$ cat config.mk
export PLATFORM = sky130hd
export DESIGN_NAME = sort_controller
export DESIGN_NICKNAME = d
export VERILOG_FILES = /design/src/rtl/sort_controller.sv
export SDC_FILE = /design/constraint.sdc
export NUM_CORES = 1
export LEC_CHECK = 0
export CORE_UTILIZATION = 53
export DETAILED_ROUTE_END_ITERATION = 6
export GPL_ROUTABILITY_DRIVEN = 0
export PLACE_DENSITY_LB_ADDON = 0.08
export SLEW_MARGIN = 10
export SYNTH_ARGS = -nofsm -noshare
export SYNTH_HDL_FRONTEND = slang
export SYNTH_SLANG_ARGS = --single-unit
$ cat constraint.sdc
create_clock -name clk -period 4.3 [get_ports clk]
set_input_delay 0.86 -clock clk [delete_from_list [all_inputs] [get_ports clk]]
set_output_delay 0.86 -clock clk [all_outputs]
set_load 0.01 [all_outputs]
$ cat src/rtl/sort_controller.sv
`default_nettype none
// ============================================================================
// Module   : sort_controller
// Purpose  : Sequencer for an N-entry in-place ascending exchange sort, with a
//            single-entry readback path.
// Revision : 1.0
// ============================================================================
module sort_controller #(
    parameter int N  = 8,
    parameter int AW = 3
) (
    input  logic          clk,
    input  logic          reset,
    input  logic          start,
    input  logic          rd_req,
    input  logic [AW-1:0] rd_addr,
    input  logic          AgtB,
    input  logic          zi,
    input  logic          zj,
    output logic          EA,
    output logic          EB,
    output logic          WR,
    output logic          Csel,
    output logic          Bout,
    output logic          Li,
    output logic          Lj,
    output logic          Ei,
    output logic          Ej,
    output logic          Rd,
    output logic [AW-1:0] i_in,
    output logic [AW-1:0] j_in,
    output logic          busy,
    output logic          done,
    output logic          rd_valid,
    output logic          err
);

    localparam logic [AW-1:0] c_zero   = '0;
    localparam logic [AW-1:0] c_one    = AW'(1);
    localparam logic [AW-1:0] c_two    = AW'(2);
    localparam logic [AW-1:0] c_last_j = AW'(N - 1);
    localparam logic [AW-1:0] c_last_i = AW'(N - 2);

    typedef enum logic [3:0] {
        IDLE  = 4'd0,
        INIT  = 4'd1,
        LOAD  = 4'd2,
        CMP   = 4'd3,
        SWAP1 = 4'd4,
        SWAP2 = 4'd5,
        NEXTJ = 4'd6,
        NEXTI = 4'd7,
        DONE  = 4'd8,
        RDLD  = 4'd9,
        RD    = 4'd10
    } state_t;

    state_t        state_q, state_d;
    logic [AW-1:0] i_cnt_q, i_cnt_d;
    logic [AW-1:0] j_cnt_q, j_cnt_d;
    logic          err_q, err_d;

    logic          ea_q, ea_d, eb_q, eb_d, wr_q, wr_d, csel_q, csel_d;
    logic          bout_q, bout_d, li_q, li_d, lj_q, lj_d, ei_q, ei_d;
    logic          ej_q, ej_d, rd_q, rd_d, busy_q, busy_d, done_q, done_d;
    logic          rd_valid_q, rd_valid_d;
    logic [AW-1:0] i_in_q, i_in_d, j_in_q, j_in_d;

    // The i==0 flag carries no information the shadow counters lack.
    logic          unused_zi;
    assign unused_zi = zi;

    always_comb begin
        state_d = state_q;
        i_cnt_d = i_cnt_q;
        j_cnt_d = j_cnt_q;
        err_d   = err_q;
        case (state_q)
            IDLE: begin
                if (start) begin
                    state_d = INIT;
                end else if (rd_req) begin
                    state_d = RDLD;
                end
            end
            RDLD:  state_d = RD;
            RD:    state_d = IDLE;
            INIT: begin
                i_cnt_d = c_zero;
                j_cnt_d = c_one;
                state_d = LOAD;
            end
            LOAD: begin
                if (zj) begin
                    err_d = 1'b1;
                end
                state_d = CMP;
            end
            CMP:   state_d = AgtB ? SWAP1 : NEXTJ;
            SWAP1: state_d = SWAP2;
            SWAP2: state_d = NEXTJ;
            NEXTJ: begin
                if (j_cnt_q == c_last_j) begin
                    state_d = NEXTI;
                end else begin
                    j_cnt_d = j_cnt_q + c_one;
                    state_d = LOAD;
                end
            end
            NEXTI: begin
                if (i_cnt_q == c_last_i) begin
                    state_d = DONE;
                end else begin
                    i_cnt_d = i_cnt_q + c_one;
                    j_cnt_d = i_cnt_q + c_two;
                    state_d = LOAD;
                end
            end
            DONE:    state_d = IDLE;
            default: state_d = IDLE;
        endcase
    end

    // Outputs are decoded from the upcoming state and registered, so each
    // state presents its controls for exactly the cycle it is resident.
    always_comb begin
        ea_d       = 1'b0;
        eb_d       = 1'b0;
        wr_d       = 1'b0;
        csel_d     = 1'b0;
        bout_d     = 1'b0;
        li_d       = 1'b0;
        lj_d       = 1'b0;
        ei_d       = 1'b0;
        ej_d       = 1'b0;
        rd_d       = 1'b0;
        done_d     = 1'b0;
        rd_valid_d = 1'b0;
        i_in_d     = c_zero;
        j_in_d     = c_zero;
        busy_d     = (state_d != IDLE);
        case (state_d)
            RDLD: begin
                li_d   = 1'b1;
                i_in_d = rd_addr;
            end
            RD: begin
                rd_d       = 1'b1;
                rd_valid_d = 1'b1;
            end
            INIT: begin
                li_d   = 1'b1;
                lj_d   = 1'b1;
                i_in_d = c_zero;
                j_in_d = c_one;
            end
            LOAD: begin
                ea_d = 1'b1;
                eb_d = 1'b1;
            end
            SWAP1: begin
                wr_d   = 1'b1;
                csel_d = 1'b1;
                bout_d = 1'b1;
            end
            SWAP2: wr_d = 1'b1;
            NEXTJ: ej_d = (j_cnt_d != c_last_j);
            NEXTI: begin
                ei_d   = (i_cnt_d != c_last_i);
                lj_d   = (i_cnt_d != c_last_i);
                j_in_d = (i_cnt_d != c_last_i) ? (i_cnt_d + c_two) : c_zero;
            end
            DONE:    done_d = 1'b1;
            default: busy_d = (state_d != IDLE);
        endcase
    end

    always_ff @(posedge clk or posedge reset) begin
        if (reset) begin
            state_q    <= IDLE;
            i_cnt_q    <= c_zero;
            j_cnt_q    <= c_zero;
            err_q      <= 1'b0;
            ea_q       <= 1'b0;
            eb_q       <= 1'b0;
            wr_q       <= 1'b0;
            csel_q     <= 1'b0;
            bout_q     <= 1'b0;
            li_q       <= 1'b0;
            lj_q       <= 1'b0;
            ei_q       <= 1'b0;
            ej_q       <= 1'b0;
            rd_q       <= 1'b0;
            busy_q     <= 1'b0;
            done_q     <= 1'b0;
            rd_valid_q <= 1'b0;
            i_in_q     <= c_zero;
            j_in_q     <= c_zero;
        end else begin
            state_q    <= state_d;
            i_cnt_q    <= i_cnt_d;
            j_cnt_q    <= j_cnt_d;
            err_q      <= err_d;
            ea_q       <= ea_d;
            eb_q       <= eb_d;
            wr_q       <= wr_d;
            csel_q     <= csel_d;
            bout_q     <= bout_d;
            li_q       <= li_d;
            lj_q       <= lj_d;
            ei_q       <= ei_d;
            ej_q       <= ej_d;
            rd_q       <= rd_d;
            busy_q     <= busy_d;
            done_q     <= done_d;
            rd_valid_q <= rd_valid_d;
            i_in_q     <= i_in_d;
            j_in_q     <= j_in_d;
        end
    end

    assign EA       = ea_q;
    assign EB       = eb_q;
    assign WR       = wr_q;
    assign Csel     = csel_q;
    assign Bout     = bout_q;
    assign Li       = li_q;
    assign Lj       = lj_q;
    assign Ei       = ei_q;
    assign Ej       = ej_q;
    assign Rd       = rd_q;
    assign i_in     = i_in_q;
    assign j_in     = j_in_q;
    assign busy     = busy_q;
    assign done     = done_q;
    assign rd_valid = rd_valid_q;
    assign err      = err_q;

endmodule
`default_nettype wire
==> flow_summary.json, run 1 <==
{
  "largest_net_degree_at_the_start_of_global_routing": 28,
  "timing.critical_path.slowest_cell_delay_ps": 540,
  "postSynthRegisterBits": 27,
  "cts.repair.resized": 0,
  "crit_path_cell_trace": "clkdlybuf4s50_1",
  "worst_path_dominant_cell_family": "buffers and inverters",
  "die-height_um": 53.1,
  "drt_drc_violations_left": 0,
  "synth.yosys.seq_area_share": 0.489,
  "crit_path_start_kind": "flip-flop",
  "placed_wire_length_estimate_mm": 1.88,
  "slew_viol_final": 0,
  "die_area_mm2": 0.00282,
  "worst_setup_path_end_kind": "output pin",
  "number_of_search_and_repair_iterations_in_the_first_detailed_routing_pass": 4,
  "vias": 1041,
  "reg2reg_to": "Ej",
  "worstSetupStartpoint": "err",
  "synth_nets": 146,
  "design.portCount": 30,
  "worst_clock_skew_ps": 2.32,
  "leakagePower_nw": 0.765,
  "synth_area_per_cell_um2": 10.4,
  "power_density_mw_per_mm2": 583,
  "ys.warnings.count": 0,
  "min_from": "err",
  "final_setup_fails": 0,
  "worstPathBufferInverterCount": 1,
  "detail_route.vias_per_cell": 5.57,
  "worstPathMaxFanout": 2,
  "routedWlPerCell_um": 13.9,
  "grt_pass1_wl_mm": 4.17,
  "design.final.nets": 171,
  "worstSkewPairLatency_ps": 320,
  "aggregate_global_routing_overflow": 0,
  "clock_tree.htree_level_count": 1,
  "required_ps": 3440,
  "max_slew_margin": 0.351,
  "finalHoldViolCount": 0,
  "finalWorstPathRequiredPeriod_ps": 2100,
  "synth_largest_type_area_fraction": 0.489,
  "min_delay_path_depth": 1,
  "worst_ep_arrival_time_ps": 1240,
  "max-clock-path-buffers": 2,
  "die_width_um": 53.1,
  "layout_setup_ws_ps": 2200,
  "drt-total-wl_mm": 2.60,
  "syn_to_final_growth_pct": 20.5,
  "number_of_global_route_vias_before_repair": 957,
  "cell_area_after_technology_mapping_mm2": 0.00138,
  "irDropWorstVdd_uv": 434,
  "reg2reg_depth": 5,
  "worst_hold_path_type": "reg -> reg",
  "cts-root-buf": "clkbuf_4",
  "antenna_violating_nets_post_route": 0,
  "hold_slack_ps": 490,
  "post-cts-setup-buffer-count": 0,
  "io_buffer_count": 28,
  "detail_route.iter0.violations": 22,
  "core_area_mm2": 0.00248,
  "number_of_cell_rows": 18,
  "setup_tns_ps": 0,
  "r2r_start": "state_q[2]",
  "placement.setup.worst_slack_ps": 1960,
  "timing_worst_setup_path_type": "reg -> out",
  "cts_made_buffers": 3,
  "synth_cells": 133,
  "rsz0062_at_grt": "no",
  "all_layer_gr_usage": 0.207,
  "antenna-diode-count": 0,
  "fmax_ghz": 0.477,
  "clkTransAtPathRegs_ps": 140,
  "synthFlopType": "dfrtp_1",
  "timing.hold.worst_endpoint": "err",
  "crit_slowest_cell": "clkdlybuf4s50_1",
  "regToRegSetupSlack_ps": 2440,
  "synth-edff-count": 0,
  "layout-drive-gt1-share": 0.115,
  "final_cell_area_mm2": 0.00167,
  "initial_util": 0.558,
  "cts_tree": "yes",
  "clock_sink_count": 27,
  "max_slew.worst_pin.slew_ps": 972,
  "placed_cell_area_mm2": 0.00164,
  "outcome": "completed",
  "antenna_found_initial": 0,
  "synth_area_leader_cell": "dfrtp_1",
  "cts_hold_repair.buffers": 0,
  "cap_violations": 0,
  "netlist-cell-type-count": 50,
  "final_min_period_over_clock_period": 0.487,
  "ys_async_sr_fraction": 1.00,
  "ys_top_cells_by_area": "dfrtp_1 (49%), buf_4 (3.8%), and2_1 (2.7%)"
}
-- cell type report --
class,instances,area (um2)
Clock buffer,3,22.5
Clock inverter,1,7.51
Fill cell,212,811
Inverter,9,33.8
Multi-Input combinational cell,89,609
Sequential cell,27,676
Tap cell,30,37.5
Timing Repair Buffer,28,280
-- where the power goes --
| part | switching, mW | internal, mW | total, mW |
|---|---|---|---|
| Combinational | 0.226 | 0.215 | 0.441 |
| Clock | 0.0731 | 0.0356 | 0.109 |
| Sequential | 0.0998 | 0.322 | 0.422 |
-- how the worst max path moves through the flow --
stage,to,depth (start not counted)
2_1_floorplan,busy,4
3_3_place_gp,busy,5
3_5_place_dp,busy,5
4_1_cts,err,1
5_1_grt,err,1
6_report,err,1
-- registers in the layout, summed over array words and instances (netlist names) --
| register | cells |
|---|---|
| Bout | 1 |
| EB | 1 |
| Ei | 1 |
| Ej | 1 |
| Li | 1 |
| Lj | 1 |
| WR | 1 |
| busy | 1 |
| done | 1 |
| err | 1 |
| i_cnt_q | 3 |
| i_in | 3 |
| j_cnt_q | 3 |
| j_in | 3 |
| rd_valid | 1 |
| state_q | 4 |
-- placed cells by master (no fill, tap or decap), types with 2 or more instances in the layout --
cell and n:
nor2_1 10, clkbuf_4 3, and2_1 6, dfrtp_1 27, a21oi_2 3, nor3_1 3
o21ai_0 3, nor2b_1 2, a21oi_1 6, inv_1 8, and3_1 3, nand2_1 10
nand3b_1 3, ha_1 3, xnor2_1 2, or2_1 2, nor4_1 2, clkdlybuf4s50_1 28
-- layer usage --
layer	vias up	GRT usage	share of wire
li1	513	-	-
met1	491	0.275	0.44
met2	31	0.327	0.49
met3	6	0.0259	0.050
met4	0	0.110	0.019
met5	-	0	0
-- per-stage QoR --
stage	cells	util	total power [mW]
CTS	187	0.673	0.979
detailed placement	183	0.661	0.866
global route	187	0.673	1.05
floorplan	133	-	0.745
global placement	183	0.661	0.853
finish	187	0.673	0.971
-- synthesized netlist by cell type (all sizes together), types with 2 or more instances --
cell type / count
dfrtp: 27
a311oi: 2
nor2b: 3
a21oi: 9
o21ai: 5
nor4: 2
nor3: 3
inv: 9
and2: 6
ha: 3
nand3b: 3
o22ai: 2
and3: 3
or2: 2
xnor2: 2
nand2: 11
buf: 8
nor2: 11
-- kinds of logic (layout without fill, tap and decap cells) --
family | Yosys count | in the layout | synth area share
compound gates | 28 | 28 | 0.157
xor+xnor | 2 | 2 | 0.0127
fa+ha+maj | 3 | 3 | 0.0272
buf+inv | 17 | 41 | 0.0706
flops | 27 | 27 | 0.489
mux | 1 | 1 | 0.00724
simple gates | 55 | 55 | 0.236
Note: power is estimated with default switching activity, not from simulation.
==> run 2, diff against run 1 <==
--- a/config.mk
+++ b/config.mk
@@ -5,7 +5,7 @@
 export SDC_FILE = /design/constraint.sdc
 export NUM_CORES = 1
 export LEC_CHECK = 0
-export CORE_UTILIZATION = 53
+export CORE_UTILIZATION = 49
 export DETAILED_ROUTE_END_ITERATION = 6
 export GPL_ROUTABILITY_DRIVEN = 0
 export PLACE_DENSITY_LB_ADDON = 0.08
==> constraint.sdc (replaced) <==
create_clock -name clk -period 2.1 [get_ports clk]
set_input_delay 0.42 -clock clk [delete_from_list [all_inputs] [get_ports clk]]
set_output_delay 0.42 -clock clk [all_outputs]
set_load 0.01 [all_outputs]
==> flow_summary.json, run 2 (synthesized netlist as in run 1, its figures left out) <==
{
  "worst_ep_arrival_time_ps": 2100,
  "max_slew.worst_pin.slew_ps": 509,
  "grt_pass1_wl_mm": 4.36,
  "max_slew_margin": 0.660,
  "die_area_mm2": 0.00304,
  "p_int_mw": 1.19,
  "required_ps": 2330,
  "crit_path_start_kind": "flip-flop",
  "finalWorstPathRequiredPeriod_ps": 1870,
  "worstSetupEndpoint": "Ej",
  "layout.cells.non_filler": 189,
  "drt-total-wl_mm": 2.78,
  "final_cell_mix": "clkdlybuf4s50_1 (28), dfrtp_1 (27), nand2_1 (10), nor2_1 (10), inv_1 (8)",
  "commonest_non_fill_non_tap_cell_in_the_layout": "clkdlybuf4s50_1",
  "worst_clock_skew_ps": 1.86,
  "cts_hold_repair.buffers": 0,
  "number_of_global_route_vias_before_repair": 985,
  "drt_drc_violations_left": 0,
  "timing_worst_setup_path_type": "reg -> reg",
  "clock_power_share": 0.110,
  "routedWlPerCell_um": 14.7,
  "layout_setup_ws_ps": 228,
  "max-clock-path-buffers": 2,
  "worstPathMaxFanout": 15,
  "worst_setup_path_end_kind": "flip-flop",
  "power.share.sequential": 0.427,
  "cts.repair.resized": 0,
  "p_switching_mw": 0.831,
  "crit_path_cell_trace": "nand3b_1 -> a311oi_1 -> nor4_1 -> a21o_1 -> a311oi_2",
  "antenna-diode-count": 0,
  "reg2reg_depth": 5,
  "cts-root-buf": "clkbuf_4",
  "regToRegSetupSlack_ps": 230,
  "io_buffer_count": 28,
  "cts_made_buffers": 3,
  "setup_tns_ps": 0,
  "die-height_um": 55.1,
  "slew_viol_final": 0,
  "antenna_found_initial": 0,
  "placed_wire_length_estimate_mm": 2.07,
  "cts_tree": "yes",
  "antenna_violating_nets_post_route": 0,
  "design.final.nets": 173,
  "largest_net_degree_at_the_start_of_global_routing": 28,
  "detail_route.iter0.violations": 30,
  "finalHoldViolCount": 0,
  "finalCoreUtilization": 0.655,
  "number_of_search_and_repair_iterations_in_the_first_detailed_routing_pass": 4,
  "final_min_period_over_clock_period": 0.892,
  "layout-drive-gt1-share": 0.126,
  "initial_util": 0.538,
  "power.total_mw": 2.02,
  "worstSetupStartpoint": "state_q[2]",
  "largest_register_ffs": 4,
  "all_layer_gr_usage": 0.206,
  "reg2reg_to": "Ej",
  "leakagePower_nw": 0.774,
  "cap_violations": 0,
  "top_register": "state_q",
  "clock_tree.htree_level_count": 1,
  "core_area_mm2": 0.00257,
  "placement.setup.worst_slack_ps": 160,
  "clkTransAtPathRegs_ps": 140,
  "sw_frac_of_total": 0.412,
  "detail_route.vias_per_cell": 5.55,
  "clock_sink_count": 27,
  "worstSkewPairLatency_ps": 320,
  "placed_cells_incl_taps": 185,
  "vias": 1049,
  "aggregate_global_routing_overflow": 0,
  "worst_hold_path_type": "in -> async",
  "syn_to_final_growth_pct": 21.6,
  "die_width_um": 55.1,
  "fmax_ghz": 0.534,
  "number_of_cell_rows": 18,
  "post-cts-setup-buffer-count": 0,
  "final_setup_fails": 0,
  "design.portCount": 30,
  "r2r_start": "state_q[2]",
  "outcome": "completed",
  "rsz0062_at_grt": "no",
  "timing.critical_path.slowest_cell_delay_ps": 690,
  "power_frac_comb": 0.463,
  "irDropWorstVdd_uv": 950,
  "crit_slowest_cell": "dfrtp_1",
  "power_density_mw_per_mm2": 1200
}
run 2: power groups by stage:
stage	registers, mW	logic [mW]	clock network [mW]
floorplan	0.792	0.734	0
global placement	0.856	0.912	0
detailed placement	0.872	0.932	0
CTS	0.861	0.938	0.237
global route	0.884	1.04	0.255
finish	0.861	0.934	0.222
run 2: critical path: cells and delay by family (launching register included):
kind | cells | cell delay, ps
AND/OR/NAND/NOR | 2 | 330
flip-flops | 1 | 690
AO/OA/AOI/OAI | 3 | 760
run 2: layout make-up:
type,count,area [um2]
clock inverter,1,7.51
multi-input combinational,89,609
sequential,27,676
fill,219,886
inverter,9,33.8
clock buffer,3,22.5
tap,30,37.5
timing repair buffer,30,295
run 2: metrics by stage:
| step | hold WS (ps) | instance area (um2) |
|---|---|---|
| 3_5_place_dp | 457 | 1650 |
| 2_1_floorplan | 473 | 1380 |
| 4_1_cts | 454 | 1680 |
| 3_3_place_gp | 450 | 1650 |
| 5_1_grt | 500 | 1680 |
| 6_report | 451 | 1680 |
run 2: worst min path at each step:
| stage | to | start | slack [ps] |
|---|---|---|---|
| CTS | WR | reset | 450 |
| global placement | err | err | 450 |
| floorplan | Bout | reset | 470 |
| global route | WR | reset | 500 |
| finish | WR | reset | 450 |
| detailed placement | err | err | 460 |
run 2: per-layer routing:
| metal | vias up | global-route usage | wire length [um] |
|---|---|---|---|
| met5 | - | 0 | 0 |
| met4 | 0 | 0.0500 | 15 |
| met3 | 2 | 0.0273 | 133 |
| li1 | 517 | - | - |
| met1 | 498 | 0.266 | 1220 |
| met2 | 32 | 0.361 | 1410 |
